**config.mk**
```make
export PLATFORM = sky130hd
export DESIGN_NAME = gray_monitor
export DESIGN_NICKNAME = d
export VERILOG_FILES = /design/src/rtl/gray_mon_pkg.sv /design/src/rtl/gray_to_bin.sv /design/src/rtl/gray_monitor.sv
export SDC_FILE = /design/constraint.sdc
export NUM_CORES = 1
export LEC_CHECK = 0
export BUFFER_PORTS_ARGS = -buffer_cell sky130_fd_sc_hd__buf_4
export CAP_MARGIN = 20
export CORE_MARGIN = 2
export CORE_UTILIZATION = 40
export DETAILED_ROUTE_END_ITERATION = 8
export SYNTH_ARGS = -nofsm -noshare
export SYNTH_HDL_FRONTEND = slang
export SYNTH_SLANG_ARGS = --single-unit
```
**constraint.sdc**
```tcl
create_clock -name Clk -period 3.3 [get_ports Clk]
set_input_delay 0.165 -clock Clk [delete_from_list [all_inputs] [get_ports Clk]]
set_output_delay 0.165 -clock Clk [all_outputs]
set_load 0.03 [all_outputs]
```
**src/rtl/gray_mon_pkg.sv**
```systemverilog
// Shared types and helpers for the gray_monitor block: FSM state encoding and Gray decode.
package gray_mon_pkg;

    localparam int STATE_W    = 2;
    localparam int GRAY_MAX_W = 32;

    typedef enum logic [STATE_W-1:0] {
        ST_IDLE  = 2'b00,
        ST_TRACK = 2'b01,
        ST_FAULT = 2'b10
    } state_e;

    // Zero-extended inputs decode correctly because the unused upper bits are 0.
    function automatic logic [GRAY_MAX_W-1:0] gray2bin(input logic [GRAY_MAX_W-1:0] g);
        logic [GRAY_MAX_W-1:0] b;
        b[GRAY_MAX_W-1] = g[GRAY_MAX_W-1];
        for (int i = GRAY_MAX_W - 2; i >= 0; i--) begin
            b[i] = b[i+1] ^ g[i];
        end
        return b;
    endfunction

endpackage

```
**src/rtl/gray_to_bin.sv**
```systemverilog
// Combinational W-bit Gray-to-binary decoder.
module gray_to_bin #(
    parameter int W = 3
) (
    input  logic [W-1:0] gray_i,
    output logic [W-1:0] bin_o
);
    import gray_mon_pkg::*;

    assign bin_o = W'(gray2bin(GRAY_MAX_W'(gray_i)));

endmodule

```
**src/rtl/gray_monitor.sv**
```systemverilog
// Observer for an upstream Gray counter: decodes samples, checks +1 steps, counts wraps.
// Optional build macro GRAY_MON_ERRCNT_EN adds the saturating Err_Cnt output.
module gray_monitor #(
    parameter int W  = 3,
    parameter int CW = 4
) (
    input  logic          Clk,
    input  logic          Reset_n,
    input  logic          Sample_En,
    input  logic [W-1:0]  Gray_In,
    input  logic          Ovf_In,
    input  logic          Clear,
    output logic [W-1:0]  Bin_Out,
    output logic          Bin_Valid,
    output logic          Step_Err,
    output logic          Err_Sticky,
    output logic [CW-1:0] Wrap_Cnt,
`ifdef GRAY_MON_ERRCNT_EN
    output logic [CW-1:0] Err_Cnt,
`endif
    output logic          Ovf_Seen
);
    import gray_mon_pkg::*;

    state_e        state_q;
    logic [W-1:0]  prev_gray_q;
    logic [W-1:0]  bin_q;
    logic          bin_valid_q;
    logic          step_err_q;
    logic          err_sticky_q;
    logic [CW-1:0] wrap_cnt_q;
    logic [CW-1:0] wrap_cnt_d;
    logic          ovf_seen_q;

    logic [W-1:0]  dec_in;
    logic [W-1:0]  prev_bin;
    logic [W-1:0]  prev_inc;
    logic [W-1:0]  diff;
    logic          step_hold;
    logic          step_one;
    logic          step_fwd;
    logic          at_top;

    gray_to_bin #(.W(W)) u_dec_in   (.gray_i(Gray_In),     .bin_o(dec_in));
    gray_to_bin #(.W(W)) u_dec_prev (.gray_i(prev_gray_q), .bin_o(prev_bin));

    // A power-of-two diff means exactly one Gray bit toggled.
    assign diff       = Gray_In ^ prev_gray_q;
    assign step_hold  = (diff == '0);
    assign step_one   = !step_hold && ((diff & (diff - W'(1))) == '0);
    assign prev_inc   = prev_bin + W'(1);
    assign step_fwd   = step_one && (dec_in == prev_inc);
    assign at_top     = (prev_bin == {W{1'b1}});
    assign wrap_cnt_d = (wrap_cnt_q == {CW{1'b1}}) ? wrap_cnt_q : wrap_cnt_q + CW'(1);

`ifdef GRAY_MON_ERRCNT_EN
    logic [CW-1:0] err_cnt_q;
    logic [CW-1:0] err_cnt_d;
    assign err_cnt_d = (err_cnt_q == {CW{1'b1}}) ? err_cnt_q : err_cnt_q + CW'(1);
    assign Err_Cnt   = err_cnt_q;

    // Err_Cnt survives Clear; only reset zeroes it.
    always_ff @(posedge Clk) begin
        if (!Reset_n) begin
            err_cnt_q <= '0;
        end else if (!Clear && Sample_En && state_q == ST_TRACK && !step_hold && !step_fwd) begin
            err_cnt_q <= err_cnt_d;
        end
    end
`endif

    // NOTE: state uses non-blocking assignments so every register sees pre-edge values;
    // reset is synchronous and checked first so it overrides Clear and Sample_En.
    always_ff @(posedge Clk) begin
        if (!Reset_n) begin
            state_q      <= ST_IDLE;
            prev_gray_q  <= '0;
            bin_q        <= '0;
            bin_valid_q  <= 1'b0;
            step_err_q   <= 1'b0;
            err_sticky_q <= 1'b0;
            wrap_cnt_q   <= '0;
            ovf_seen_q   <= 1'b0;
        end else begin
            bin_valid_q <= 1'b0;
            step_err_q  <= 1'b0;
            if (Clear) begin
                state_q      <= ST_IDLE;
                err_sticky_q <= 1'b0;
                wrap_cnt_q   <= '0;
                ovf_seen_q   <= 1'b0;
            end else begin
                if (Sample_En) begin
                    bin_q       <= dec_in;
                    bin_valid_q <= 1'b1;
                    prev_gray_q <= Gray_In;
                    if (Ovf_In) ovf_seen_q <= 1'b1;
                end
                case (state_q)
                    ST_IDLE: begin
                        if (Sample_En) state_q <= ST_TRACK;
                    end
                    ST_TRACK: begin
                        if (Sample_En && !step_hold) begin
                            if (step_fwd) begin
                                if (at_top) wrap_cnt_q <= wrap_cnt_d;
                            end else begin
                                step_err_q   <= 1'b1;
                                err_sticky_q <= 1'b1;
                                state_q      <= ST_FAULT;
                            end
                        end
                    end
                    ST_FAULT: state_q <= ST_FAULT;
                    default:  state_q <= ST_IDLE;
                endcase
            end
        end
    end

    assign Bin_Out    = bin_q;
    assign Bin_Valid  = bin_valid_q;
    assign Step_Err   = step_err_q;
    assign Err_Sticky = err_sticky_q;
    assign Wrap_Cnt   = wrap_cnt_q;
    assign Ovf_Seen   = ovf_seen_q;

endmodule

```
==> impl_metrics.yaml <==
synthesis:
  yosysWarnings: 0
  ys_async_sr_fraction_pct: 0
  yosysSeqAreaShare_pct: 31.3
  yosys.area.top_type: "dfxtp_1"
  netlist_area_um2: 958
  synth_top_area_share_pct: 31.3
  synth_ff_type: "dfxtp_1"
  synth.avg_cell_area_um2: 8.79
  syn_inst: 109
  synthDistinctLibCells: 35
  synth_nets: 122
  synth_edf_count: 0
  synth_area_leaders: "dfxtp_1 (31%), ha_1 (6.5%), xnor2_1 (5.5%)"
  synth_seq_cells: 15
drt:
  dr.first_iter.drc_count: 13
  viasPerCell: 5.19
  wire_per_inst_um: 12.3
  antenna_left: 0
  drc: 0
  drtPass1Iterations: 4
  wirelength_mm: 1.86
  via_count: 784
grt:
  grt_pass1_wl_mm: 3.25
  grt_max_degree: 11
  antenna_found_initial: 0
  grt_pass1_vias: 715
  gr-usage-all-layers_pct: 16.0
  overflow: 0
sta:
  hold_ws_ns: 0.0991
  relSlewSlack_pct: 60.8
  tns_ns: 0
  rsz0062_at_grt: "no"
  finalWorstSetupSlack_ns: 0.801
  tightest_slew_ns: 0.586
  finalMaxSlewViolations: 0
  fmax_mhz: 400
  finalHoldViolCount: 0
  final.setup_skew_ns: 0.00660
  setup_viol: 0
  fin_crit_sh_pct: 75.7
  period_minus_slack_ns: 2.50
worst_setup_path:
  worstSetupPathType: "reg -> reg"
  crit_path_max_fanout: 10
  cpLargestDelayFamily: "flip-flops"
  timing.rr.end: "Wrap_Cnt[3]$_SDFFE_PP0P_"
  r2r_cells: 8
  cp_data_arrival_time_ns: 2.72
  cpMaxStageDelayCell: "dfxtp_1"
  critPathRequiredTime_ns: 3.53
  crit_top_cell: "xnor2_1"
  crit_buf_inv: 0
  setup.worst_path.start_class: "flip-flop"
  ff2ff_setup_slack_ns: 0.80
  cp_cell_sequence: "xor2_1, ha_1, xnor2_1, xnor2_1, mux2i_1, a211o_1, or3_1, a21oi_1"
  endpoint_kind: "flip-flop"
  slowest_delay_ns: 0.65
  critical_path.reg2reg.startpoint: "prev_gray_q[1]$_SDFFE_PN0P_"
placement:
  dp_slack_ns: 0.837
  io_buffers: 18
  place_congestion: 0.744
  dp_hpwl_mm: 1.39
cts:
  cts_buffer_depth: 2
  clock-sinks: 15
  h-tree-depth: 1
  cts_root_buf: "clkbuf_4"
  cts_resized: 0
  hold_buffers: 0
  insertion_delay_ns: 0.29
  cts_setup_buffers: 0
  path_clk_slew_ns: 0.09
  cts-buffers-inserted: 3
  cts_tree: "yes"
layout:
  fin_util_pct: 49.2
  final_cell_mix: "buf_4 (18), dfxtp_1 (15), inv_1 (8), a21oi_1 (8), nor2_1 (7)"
  diodes: 0
  final_common_cell: "buf_4"
  syn_to_final_growth_pct: 14.8
  drive_above_1_share_pct: 19.5
  final_net_count: 137
die:
  start_util_pct: 42.9
  num_io_pins: 19
  placementRows: 17
  die_w_um: 53.0
  fp.dieH_um: 53.0
  dieArea_mm2: 0.00280
  core-area_mm2: 0.00223
min_path:
  hold_path_end: "Ovf_Seen$_SDFFE_PP0P_"
  hold_path_class: "in -> reg"
  min-delay-start: "Ovf_In"
  whs_path_depth: 3
run_status:
  outcome: "completed"
power_and_ir_drop:
  p_leak_nw: 0.438
  ir_worst_vdd_v: 0.000189
  power_density_mw_per_mm2: 350
flow_run:
  drv_cap: 0
-- cell usage after synthesis, types with 2 or more instances --
cell type  count
o31ai_1        2
a31oi_1        2
a21oi_1        8
or3_1          3
nand3b_1       3
nor2_1         7
xnor2_1        6
o211ai_1       2
mux2i_1        4
buf_6          2
nand3_1        3
buf_4          2
a211o_1        2
inv_1          8
ha_1           5
nor2b_1        5
nand2_1        6
xor2_1         2
o21ai_0        5
buf_2          3
dfxtp_1       15
-- cells by family (layout without fill, tap and decap cells) --
| logic type | after synthesis | count (layout) | share of synthesized area (%) |
|---|---|---|---|
| buffers and inverters | 16 | 30 | 9.01 |
| muxes | 5 | 5 | 6.53 |
| AOI/OAI and AO/OA | 28 | 28 | 19.6 |
| and+or+nand+nor | 31 | 31 | 16.8 |
| xor gates and xnor gates | 9 | 9 | 10.2 |
| DFF | 15 | 15 | 31.3 |
| adders and majority gates | 5 | 5 | 6.53 |
-- final cells by class --
type	count	area, um2
multi-input combinational	78	572
sequential	15	300
tap	28	35.0
fill	232	1130
timing repair buffer	18	135
inverter	8	30.0
clock buffer	3	22.5
clock inverter	1	5.00
-- worst reg2reg max path, delay by kind of cell, from the launching register on --
family,cells,cell delay [ns]
flip-flops,1,0.65
XOR/XNOR,3,0.53
AO/OA/AOI/OAI,2,0.50
AND/OR/NAND/NOR,1,0.36
adder cells (fa/ha/maj),1,0.25
multiplexers,1,0.15
-- state kept, by name, indices dropped and copies added, names as in the netlist --
| register | count |
|---|---|
| Step_Err | 1 |
| Wrap_Cnt | 4 |
| state_q | 2 |
| prev_gray_q | 3 |
| Ovf_Seen | 1 |
| Bin_Out | 2 |
| Err_Sticky | 1 |
| Bin_Valid | 1 |
-- worst max path at each step --
stage | endpoint | start | slack [ns] | depth (start not counted)
after floorplan | Wrap_Cnt[3]$_SDFFE_PP0P_ | prev_gray_q[2]$_SDFFE_PN0P_ | 1.12 | 9
after global placement | Wrap_Cnt[3]$_SDFFE_PP0P_ | prev_gray_q[1]$_SDFFE_PN0P_ | 0.91 | 8
after detailed placement | Wrap_Cnt[3]$_SDFFE_PP0P_ | prev_gray_q[1]$_SDFFE_PN0P_ | 0.84 | 8
after CTS | Wrap_Cnt[3]$_SDFFE_PP0P_ | prev_gray_q[1]$_SDFFE_PN0P_ | 0.81 | 8
after global routing | state_q[0]$_SDFFE_PP0P_ | prev_gray_q[1]$_SDFFE_PN0P_ | 0.60 | 8
final | Wrap_Cnt[3]$_SDFFE_PP0P_ | prev_gray_q[1]$_SDFFE_PN0P_ | 0.80 | 8
-- per-stage QoR --
stage | total power, mW | area (um2) | instances
after floorplan | 0.265 | 958 | 109
after global placement | 0.282 | 1070 | 147
after detailed placement | 0.283 | 1070 | 147
after CTS | 0.389 | 1100 | 151
after global routing | 0.407 | 1100 | 151
final | 0.385 | 1100 | 151
-- routing by layer --
layer | GRT usage (%) | vias up | routed length (um)
li1 | - | 411 | -
met1 | 21.6 | 354 | 911
met2 | 25.2 | 14 | 862
met3 | 1.69 | 5 | 44
met4 | 7.69 | 0 | 39
met5 | 0 | - | 0
-- report_power, final --
part           switching (mW)  internal, mW  leakage (nW)
Clock                  0.0603        0.0451        0.0177
Combinational          0.0457        0.0392         0.298
Sequential            0.00786         0.187         0.122
(Power assumes the default switching activity.)
